**config.mk**
```make
export PLATFORM = sky130hd
export DESIGN_NAME = i2s_rx_stream_module_flat
export DESIGN_NICKNAME = d
export VERILOG_FILES = /design/src/rtl/i2s_rx_stream_module_pkg.sv /design/src/rtl/i2s_rx_stream_module_if.sv /design/src/rtl/i2s_rx_stream_module_sync_fifo.sv /design/src/rtl/i2s_rx_stream_module.sv /design/src/flat_wrapper.sv
export SDC_FILE = /design/constraint.sdc
export NUM_CORES = 1
export LEC_CHECK = 0
export BUFFER_PORTS_ARGS = -buffer_cell sky130_fd_sc_hd__buf_2
export CAP_MARGIN = 20
export CORE_MARGIN = 2
export CORE_UTILIZATION = 53
export DETAILED_ROUTE_END_ITERATION = 7
export PLACE_DENSITY = 0.72
export SLEW_MARGIN = 40
export SYNTH_ARGS = -nofsm -noshare
export SYNTH_HDL_FRONTEND = slang
export SYNTH_SLANG_ARGS = --single-unit
```
**constraint.sdc**
```tcl
create_clock -name clk_i -period 2.9 [get_ports clk_i]
set_clock_uncertainty 0.1 [all_clocks]
set_input_delay 0.29 -clock clk_i [delete_from_list [all_inputs] [get_ports clk_i]]
set_output_delay 0.29 -clock clk_i [all_outputs]
set_load 0.01 [all_outputs]
```
**src/rtl/i2s_rx_stream_module_pkg.sv**
```systemverilog
// i2s_pkg: shared FSM encoding and default sizing for the I2S stream stage
package i2s_pkg;
  localparam int DATA_RES_D = 24;
  localparam int DEPTH_D = 4;
  localparam int CAP_DLY_D = 8;
  localparam int CNT_W = 8;
  typedef enum logic [1:0] {DISARM, IDLE, DELAY, CAPTURE} state_e;
endpackage

```
**src/rtl/i2s_rx_stream_module_if.sv**
```systemverilog
// i2s_rx_stream_module_if: sample-pair stream with valid/ready and occupancy
interface i2s_rx_stream_module_if
  import i2s_pkg::*;
#(
  parameter int DATA_RES = DATA_RES_D,
  parameter int DEPTH = DEPTH_D
);
  logic [DATA_RES-1:0] left_o;
  logic [DATA_RES-1:0] right_o;
  logic valid_o;
  logic ready_i;
  logic [$clog2(DEPTH):0] level_o;
  modport master (output left_o, right_o, valid_o, level_o, input ready_i);
  modport slave (input left_o, right_o, valid_o, level_o, output ready_i);
endinterface

```
**src/rtl/i2s_rx_stream_module_sync_fifo.sv**
```systemverilog
// sync_fifo_module: wrap-bit pointer FIFO with a registered head (no fall-through)
module sync_fifo_module #(
  parameter int WIDTH = 48,
  parameter int DEPTH = 4
) (
  input  logic clk_i,
  input  logic rst_i,
  input  logic push,
  input  logic [WIDTH-1:0] wdata,
  input  logic pop,
  output logic [WIDTH-1:0] rdata,
  output logic empty,
  output logic full,
  output logic [$clog2(DEPTH):0] level
);
  localparam int AW = $clog2(DEPTH);
  logic [WIDTH-1:0] r_mem [DEPTH];
  logic [AW:0] r_wr, r_rd;
  logic [AW:0] w_rd_nxt;
  logic w_pop, w_push;
  assign level = r_wr - r_rd;
  assign empty = r_wr == r_rd;
  assign full = (r_wr[AW] != r_rd[AW]) && (r_wr[AW-1:0] == r_rd[AW-1:0]);
  assign w_pop = pop && !empty;
  assign w_push = push && (!full || w_pop);
  assign w_rd_nxt = r_rd + (AW+1)'(1);
  always_ff @(posedge clk_i) begin
    if (rst_i) begin
      r_wr <= '0;
      r_rd <= '0;
      rdata <= '0;
    end else begin
      if (w_push) r_wr <= r_wr + (AW+1)'(1);
      if (w_pop) r_rd <= w_rd_nxt;
      // head takes the incoming word whenever it becomes the only entry
      if (w_push && (empty || (w_pop && level == (AW+1)'(1)))) rdata <= wdata;
      else if (w_pop) rdata <= r_mem[w_rd_nxt[AW-1:0]];
    end
  end
  always_ff @(posedge clk_i) begin
    if (w_push) r_mem[r_wr[AW-1:0]] <= wdata;
  end
endmodule

```
**src/rtl/i2s_rx_stream_module.sv**
```systemverilog
// i2s_rx_stream_module: lrck-timed capture of L/R pairs into a FIFO-backed stream
module i2s_rx_stream_module
  import i2s_pkg::*;
#(
  parameter int DATA_RES = DATA_RES_D,
  parameter int DEPTH = DEPTH_D,
  parameter int CAP_DLY = CAP_DLY_D
) (
  input  logic clk_i,
  input  logic rst_i,
  input  logic lrck_i,
  input  logic [DATA_RES-1:0] left_i,
  input  logic [DATA_RES-1:0] right_i,
  input  logic clr_i,
  output logic ovf_o,
  i2s_rx_stream_module_if.master s
);
  logic r_s1, r_s2, r_s3;
  state_e r_state;
  logic [CNT_W-1:0] r_cnt;
  logic r_ovf;
  logic w_rise, w_fall, w_push, w_pop, w_drop, w_empty, w_full;
  logic [2*DATA_RES-1:0] w_rdata;
  assign w_rise = r_s2 & ~r_s3;
  assign w_fall = ~r_s2 & r_s3;
  assign w_push = r_state == CAPTURE;
  assign w_pop = s.valid_o & s.ready_i;
  assign w_drop = w_push & w_full & ~w_pop;
  assign s.valid_o = ~w_empty;
  assign s.left_o = w_rdata[2*DATA_RES-1:DATA_RES];
  assign s.right_o = w_rdata[DATA_RES-1:0];
  assign ovf_o = r_ovf;
  always_ff @(posedge clk_i) begin
    if (rst_i) begin
      {r_s1, r_s2, r_s3} <= '0;
      r_state <= DISARM;
      r_cnt <= '0;
      r_ovf <= 1'b0;
    end else begin
      {r_s1, r_s2, r_s3} <= {lrck_i, r_s1, r_s2};
      r_ovf <= w_drop | (r_ovf & ~clr_i);
      // DISARM waits for a fall so the first captured pair is a whole frame
      unique case (r_state)
        DISARM: if (w_fall) r_state <= IDLE;
        IDLE: if (w_rise) begin
          r_state <= DELAY;
          r_cnt <= '0;
        end
        DELAY: if (w_rise) r_cnt <= '0;
          else if (r_cnt == CNT_W'(CAP_DLY - 1)) r_state <= CAPTURE;
          else r_cnt <= r_cnt + CNT_W'(1);
        CAPTURE: r_state <= IDLE;
      endcase
    end
  end
  sync_fifo_module #(.WIDTH(2*DATA_RES), .DEPTH(DEPTH)) u_fifo (
    .clk_i(clk_i),
    .rst_i(rst_i),
    .push(w_push),
    .wdata({left_i, right_i}),
    .pop(w_pop),
    .rdata(w_rdata),
    .empty(w_empty),
    .full(w_full),
    .level(s.level_o)
  );
endmodule

```
**src/flat_wrapper.sv**
```systemverilog
// flat-port wrapper written by rule: the top's interface ports become plain ports
module i2s_rx_stream_module_flat import i2s_pkg::*;
#(
  parameter int DATA_RES = DATA_RES_D,
  parameter int DEPTH = DEPTH_D,
  parameter int CAP_DLY = CAP_DLY_D
)
  (clk_i, rst_i, lrck_i, left_i, right_i, clr_i, ovf_o, s_left_o, s_right_o, s_valid_o, s_level_o, s_ready_i);
  i2s_rx_stream_module_if #(.DATA_RES(DATA_RES), .DEPTH(DEPTH)) s_i ();
  input  logic clk_i;
  input  logic rst_i;
  input  logic lrck_i;
  input  logic [DATA_RES-1:0] left_i;
  input  logic [DATA_RES-1:0] right_i;
  input  logic clr_i;
  output logic ovf_o;
  output wire logic [$bits(s_i.left_o)-1:0] s_left_o;
  output wire logic [$bits(s_i.right_o)-1:0] s_right_o;
  output wire logic [$bits(s_i.valid_o)-1:0] s_valid_o;
  output wire logic [$bits(s_i.level_o)-1:0] s_level_o;
  input wire logic [$bits(s_i.ready_i)-1:0] s_ready_i;
  assign s_left_o = s_i.left_o;
  assign s_right_o = s_i.right_o;
  assign s_valid_o = s_i.valid_o;
  assign s_level_o = s_i.level_o;
  assign s_i.ready_i = s_ready_i;
  i2s_rx_stream_module #(.DATA_RES(DATA_RES), .DEPTH(DEPTH), .CAP_DLY(CAP_DLY)) u_core (.clk_i(clk_i), .rst_i(rst_i), .lrck_i(lrck_i), .left_i(left_i), .right_i(right_i), .clr_i(clr_i), .ovf_o(ovf_o), .s(s_i));
endmodule
```
# ---- Word-level counts from Yosys, hierarchy flattened
# Memories as Yosys holds them, arrays and structs flattened.
# Cells that the tools add are included.
dict set report op_classes {
  order_cmp 0
  reduce_logical 14
  div 0
  n_bitwise 12
  multipliers 0
  addsub 4
  shift 0
  n_eq_ne 13
  muxes 13
}
# op n
set ops {}
lappend ops {{two-way mux 48 bit} 2}
lappend ops {{two-way mux 8 bit} 3}
lappend ops {{one-hot mux 8 bit (2 select lines)} 1}
lappend ops {{adder 8 x 1 -> 8 bit, second input constant} 1}
lappend ops {{== test 8 x 3 -> 1 bit, second input constant} 1}
lappend ops {{two-way mux 2 bit} 4}
lappend ops {{one-hot mux 2 bit (4 select lines)} 1}
lappend ops {{adder 3 x 1 -> 3 bit, second input constant} 2}
lappend ops {{AND 1 bit} 6}
lappend ops {{!= test 2 x 1 -> 1 bit, second input constant} 3}
lappend ops {{logical AND 1 bit} 5}
lappend ops {{inverter 1 bit} 5}
lappend ops {{== test 2 bit, second input constant} 2}
lappend ops {{AND reduction 4 bit} 1}
lappend ops {{nonzero test 2 bit} 2}
lappend ops {{== test 3 x 1 -> 1 bit, second input constant} 1}
lappend ops {{== test 3 bit} 1}
lappend ops {{!= test 3 x 2 -> 1 bit, second input constant} 1}
lappend ops {{AND reduction 3 bit} 1}
lappend ops {{subtractor 3 bit} 1}
lappend ops {{== test 2 x 1 -> 1 bit, second input constant} 1}
lappend ops {{== test 2 bit} 1}
lappend ops {{zero test 1 bit} 2}
lappend ops {{zero test 2 bit} 1}
lappend ops {{other kinds (5)} 7}
dict set report word_totals {
  output_inout_bits 53
  latchBits 0
  n_memories 1
  romBits 0
  in_bits 53
  ff_bits 68
  ram_bits 192
}
# name words word_bits rd rd_ports_with_merged_regs wr line
set memory_table {}
lappend memory_table {u_core.u_fifo.r_mem 4 48 1 0 1 i2s_rx_stream_module_sync_fifo.sv:17} ;# logic [WIDTH-1:0] r_mem [DEPTH];

# ---- Logic depth before layout (Yosys ltp)
dict set report depth {
  word_depth 8
  ltp_mapped 9
}

# ---- Modules after synthesis
# Synthesis repeated with hierarchy kept, for this count alone.
dict set report hier_totals {
  cells_unflattened 609
  area_unflattened_um2 10456.3
}
# module cells_per_inst seq_area_each_um2 instances area_each_um2
set by_module_without_submodules {}
lappend by_module_without_submodules {sync_fifo_module 520 6846.6 1 9673.0}
lappend by_module_without_submodules {i2s_rx_stream_module 89 280.3 1 783.3}

# ---- Worst setup path after synthesis
# No wires, ideal clock.
dict set report synth_path {
  kind {flip-flop to flip-flop}
  start {reg u_core.u_fifo.r_wr[0]}
  end {mem u_core.u_fifo.r_mem[0][0], enable pin}
  setup_time_ns 0.410
  arrival_ns 2.384
  slack_ns 0.006
  path_stages_with_launch 6
  cell_sequence {dfxtp_1 inv_1 ha_1 nand2_1 o31a_1 and2_1}
}
dict set report synth_via {
  elab_chain_cells 8
}
# element line
set synth_lines {}
lappend synth_lines {{start, declared} i2s_rx_stream_module_sync_fifo.sv:18} ;# logic [AW:0] r_wr, r_rd;
lappend synth_lines {{start signal, assigned} i2s_rx_stream_module_sync_fifo.sv:33} ;# if (w_push) r_wr <= r_wr + (AW+1)'(1);
lappend synth_lines {{== test 3 bit} i2s_rx_stream_module_sync_fifo.sv:22} ;# assign empty = r_wr == r_rd;
lappend synth_lines {{inverter 1 bit} i2s_rx_stream_module.sv:29} ;# assign s.valid_o = ~w_empty;
lappend synth_lines {{AND 1 bit} i2s_rx_stream_module.sv:27} ;# assign w_pop = s.valid_o & s.ready_i;
lappend synth_lines {{logical AND 1 bit} i2s_rx_stream_module_sync_fifo.sv:24} ;# assign w_pop = pop && !empty;
lappend synth_lines {{logical OR 1 bit} i2s_rx_stream_module_sync_fifo.sv:25} ;# assign w_push = push && (!full || w_pop);
lappend synth_lines {{logical AND 1 bit} i2s_rx_stream_module_sync_fifo.sv:25}
lappend synth_lines {{two-way mux 1 bit} i2s_rx_stream_module_sync_fifo.sv:41} ;# if (w_push) r_mem[r_wr[AW-1:0]] <= wdata;
lappend synth_lines {{two-way mux 1 bit (implied by the code)} i2s_rx_stream_module_sync_fifo.sv:41}
lappend synth_lines {{end, declared} i2s_rx_stream_module_sync_fifo.sv:17}
# Several ways; a longest one is shown, not always the timed one.

# ---- Final worst setup path
dict set report layout_path {
  start {reg u_core.u_fifo.r_wr[0]}
  end {reg u_core.u_fifo.rdata[41]}
}
dict set report layout_via {
  elab_chain_cells 8
}
# element line
set layout_lines {}
lappend layout_lines {{branches (longest 8 deep; another with subtractor 3 bit)} n/a}
lappend layout_lines {{end signal, assigned} i2s_rx_stream_module_sync_fifo.sv:36} ;# if (w_push && (empty || (w_pop && level == (AW+1)'(1)))) rdata <= wdata;
lappend layout_lines {{end signal, assigned} i2s_rx_stream_module_sync_fifo.sv:37} ;# else if (w_pop) rdata <= r_mem[w_rd_nxt[AW-1:0]];
lappend layout_lines {{end, declared} i2s_rx_stream_module_sync_fifo.sv:11} ;# output logic [WIDTH-1:0] rdata,
# Several ways; the timed one is not identified.
# A chain may end at the register's enable or synchronous reset.

==> out/metrics.cfg <==
[cells_and_area]
nNetsFinal = 836
nFillCells = 1308
stdcell_count = 1050
multi_input_area_um2 = 3000
area_growth_pct = 22.7
seqCellArea_um2 = 7130
drive_gt1_frac = 0.298
utilization = 0.668
final_cell_mix = 192 x edfxtp_1, 105 x buf_2, 67 x dfxtp_1
final_common_cell = edfxtp_1

[placed_design]
dp_cells = 952
io_buffers = 105
dpl.hpwl_um = 13000
place_congestion = 0.814
pre_cts_ws_ns = 0.319

[sta]
report.final.slew_viol_count = 0
setup_ws_ns = 0.287
finalHoldViolCount = 0
fmax_ghz = 0.383
slew_headroom = 0.553
rsz0062_at_grt = no
finalCritPeriodShare = 0.901
tightest_slew_ns = 0.671
timing.setup.tns_ns = 0
finalCriticalPeriod_ns = 2.61
setup_viol = 0

[floorplan]
die_w_um = 143
ios = 106
row_count = 50
core_area_um2 = 18900
dieArea_um2 = 20600
die-height_um = 143
start_util = 0.545

[route]
dr.pass1.iters = 5
top_layer = met4
drt_iter0_markers = 374
wl_um = 22100
wl_per_cell_um = 21.1
met2_length_um = 11300
drc = 0
vias = 6080
routed_via_density = 5.79
ant_nets = 0
m1WireLength_um = 9070
wl_met3_um = 1360

[logic_synthesis]
synth.avg_cell_area_um2 = 17.0
ys_types = 45
seq_area_frac_synth = 0.692
async_flop_share = 0
netlist_area_um2 = 10300
synth_cells = 606
synth_seq_cells = 260
synth-main-ff-cell = edfxtp_1
yosysWarningCount = 0
syn_nets = 673
synth_edf_count = 192

[cts]
numCtsBuffers = 26
cts_resized = 0
clkSinkCount = 260
ctsLongestPathBuffers = 3
clock_latency_ns = 0.51
htree_levels = 1
cts_root_buffer = clkbuf_16
clk_pin_slew_ns = 0.06
cts_tree = done

[setup_path]
critical_path_peak_fanout = 48
endpoint_kind = register
worst_ep_arrival_time_ns = 2.86
critPathKind = reg2reg
r2r_cells = 8
cp-start-kind = register
crit_required_ns = 3.15

[power]
peakVddDrop_uv = 493
power_leakage_nw = 4.78
power_density_nw_per_um2 = 627

[flow_run]
maxCapViolCount = 0

[global_routing]
grtUsageTotal = 0.218
antenna_found_initial = 0
gr-total-overflow = 0
grt_pass1_wl_um = 34300
grt_max_degree = 50
first_global_vias = 6259

[min_path]
whs_path_depth = 4
min_path_type = in2reg

[status]
outcome = complete, no violations

-- what timing repair did --
action | CTS | global route
hold endpoints to repair | 193 | 0
setup endpoints to repair | 0 | 0
setup buffers | 0 | 0
hold buffers | 49 | 0
-- path summary, 6_finish.rpt --
path	startpoint	endpoint	slack, ns
max	u_core.u_fifo.r_wr[0]	u_core.u_fifo.rdata[41]	0.29
min	clr_i	u_core.ovf_o	0.01
max reg2reg	u_core.u_fifo.r_wr[0]	u_core.u_fifo.rdata[41]	0.29
min reg2reg	u_core.r_s1	u_core.r_s2	0.38
-- cells by family after synthesis --
| group | count (synthesis) | synth area share |
|---|---|---|
| buffers and inverters | 51 | 0.0212 |
| AOI/OAI and AO/OA | 76 | 0.0609 |
| and+or+nand+nor | 99 | 0.0452 |
| adders and majority gates | 14 | 0.0177 |
| muxes | 99 | 0.155 |
| DFF | 260 | 0.692 |
| xor gates and xnor gates | 7 | 0.00742 |
-- registers in the layout, summed over array words and instances, names as in the netlist --
name                 cells
u_core.u_fifo.r_wr       3
u_core.r_cnt             8
u_core.ovf_o             1
u_core.u_fifo.r_mem    192
u_core.r_s3              1
u_core.u_fifo.rdata     48
u_core.r_s1              1
u_core.r_s2              1
u_core.u_fifo.r_rd       3
u_core.r_state           2
-- cell usage after synthesis (5+ instances only) --
library cell,instances,share of area
o31ai_1,6,0.0044
dfxtp_1,68,0.13
ha_1,13,0.016
nand2_1,8,0.0029
mux4_2,48,0.11
a21oi_1,10,0.0049
edfxtp_1,192,0.56
nor2_1,59,0.022
clkbuf_1,19,0.0069
nand3_1,5,0.0024
a221oi_1,48,0.041
inv_1,11,0.0040
buf_2,18,0.0088
mux2i_1,50,0.049
-- worst max-delay path: stages, from the launching register on --
cell	delay [ns]
dfxtp_1	0.39
inv_1	0.10
ha_1	0.22
fa_1	0.42
xor3_1	0.29
o22ai_4	0.10
nand2_2	0.08
buf_4	0.49
a221oi_1	0.22
-- layer usage --
metal / global-route usage / vias up
li1: - / 2742
met1: 0.302 / 3091
met2: 0.371 / 218
met3: 0.0280 / 29
met4: 0.0537 / 0
met5: 0 / -
-- stage by stage --
stage               power [mW]  hold WS [ns]  instance area [um2]
floorplan                 4.42         0.289                10300
global placement          4.58         0.354                11200
detailed placement        4.60         0.360                11200
CTS                       7.98       0.00105                12600
global route              8.17        0.0423                12600
finish                    7.92        0.0124                12600
-- power by group --
group	total [mW]	switching (mW)	internal, mW
sequential	4.06	0.0289	4.03
combinational	0.515	0.289	0.226
clock	3.35	1.35	2.00
total	7.92	1.66	6.26
-- cell type report --
class | count | share of cell area
multi-input combinational | 295 | 0.237
tap | 260 | 0.0258
inverter | 11 | 0.00327
clock inverter | 15 | 0.0104
clock buffer | 33 | 0.0593
sequential | 260 | 0.565
antenna | 1 | 0.000198
timing repair buffer | 175 | 0.0989
Power figures use the tool's default switching activity.
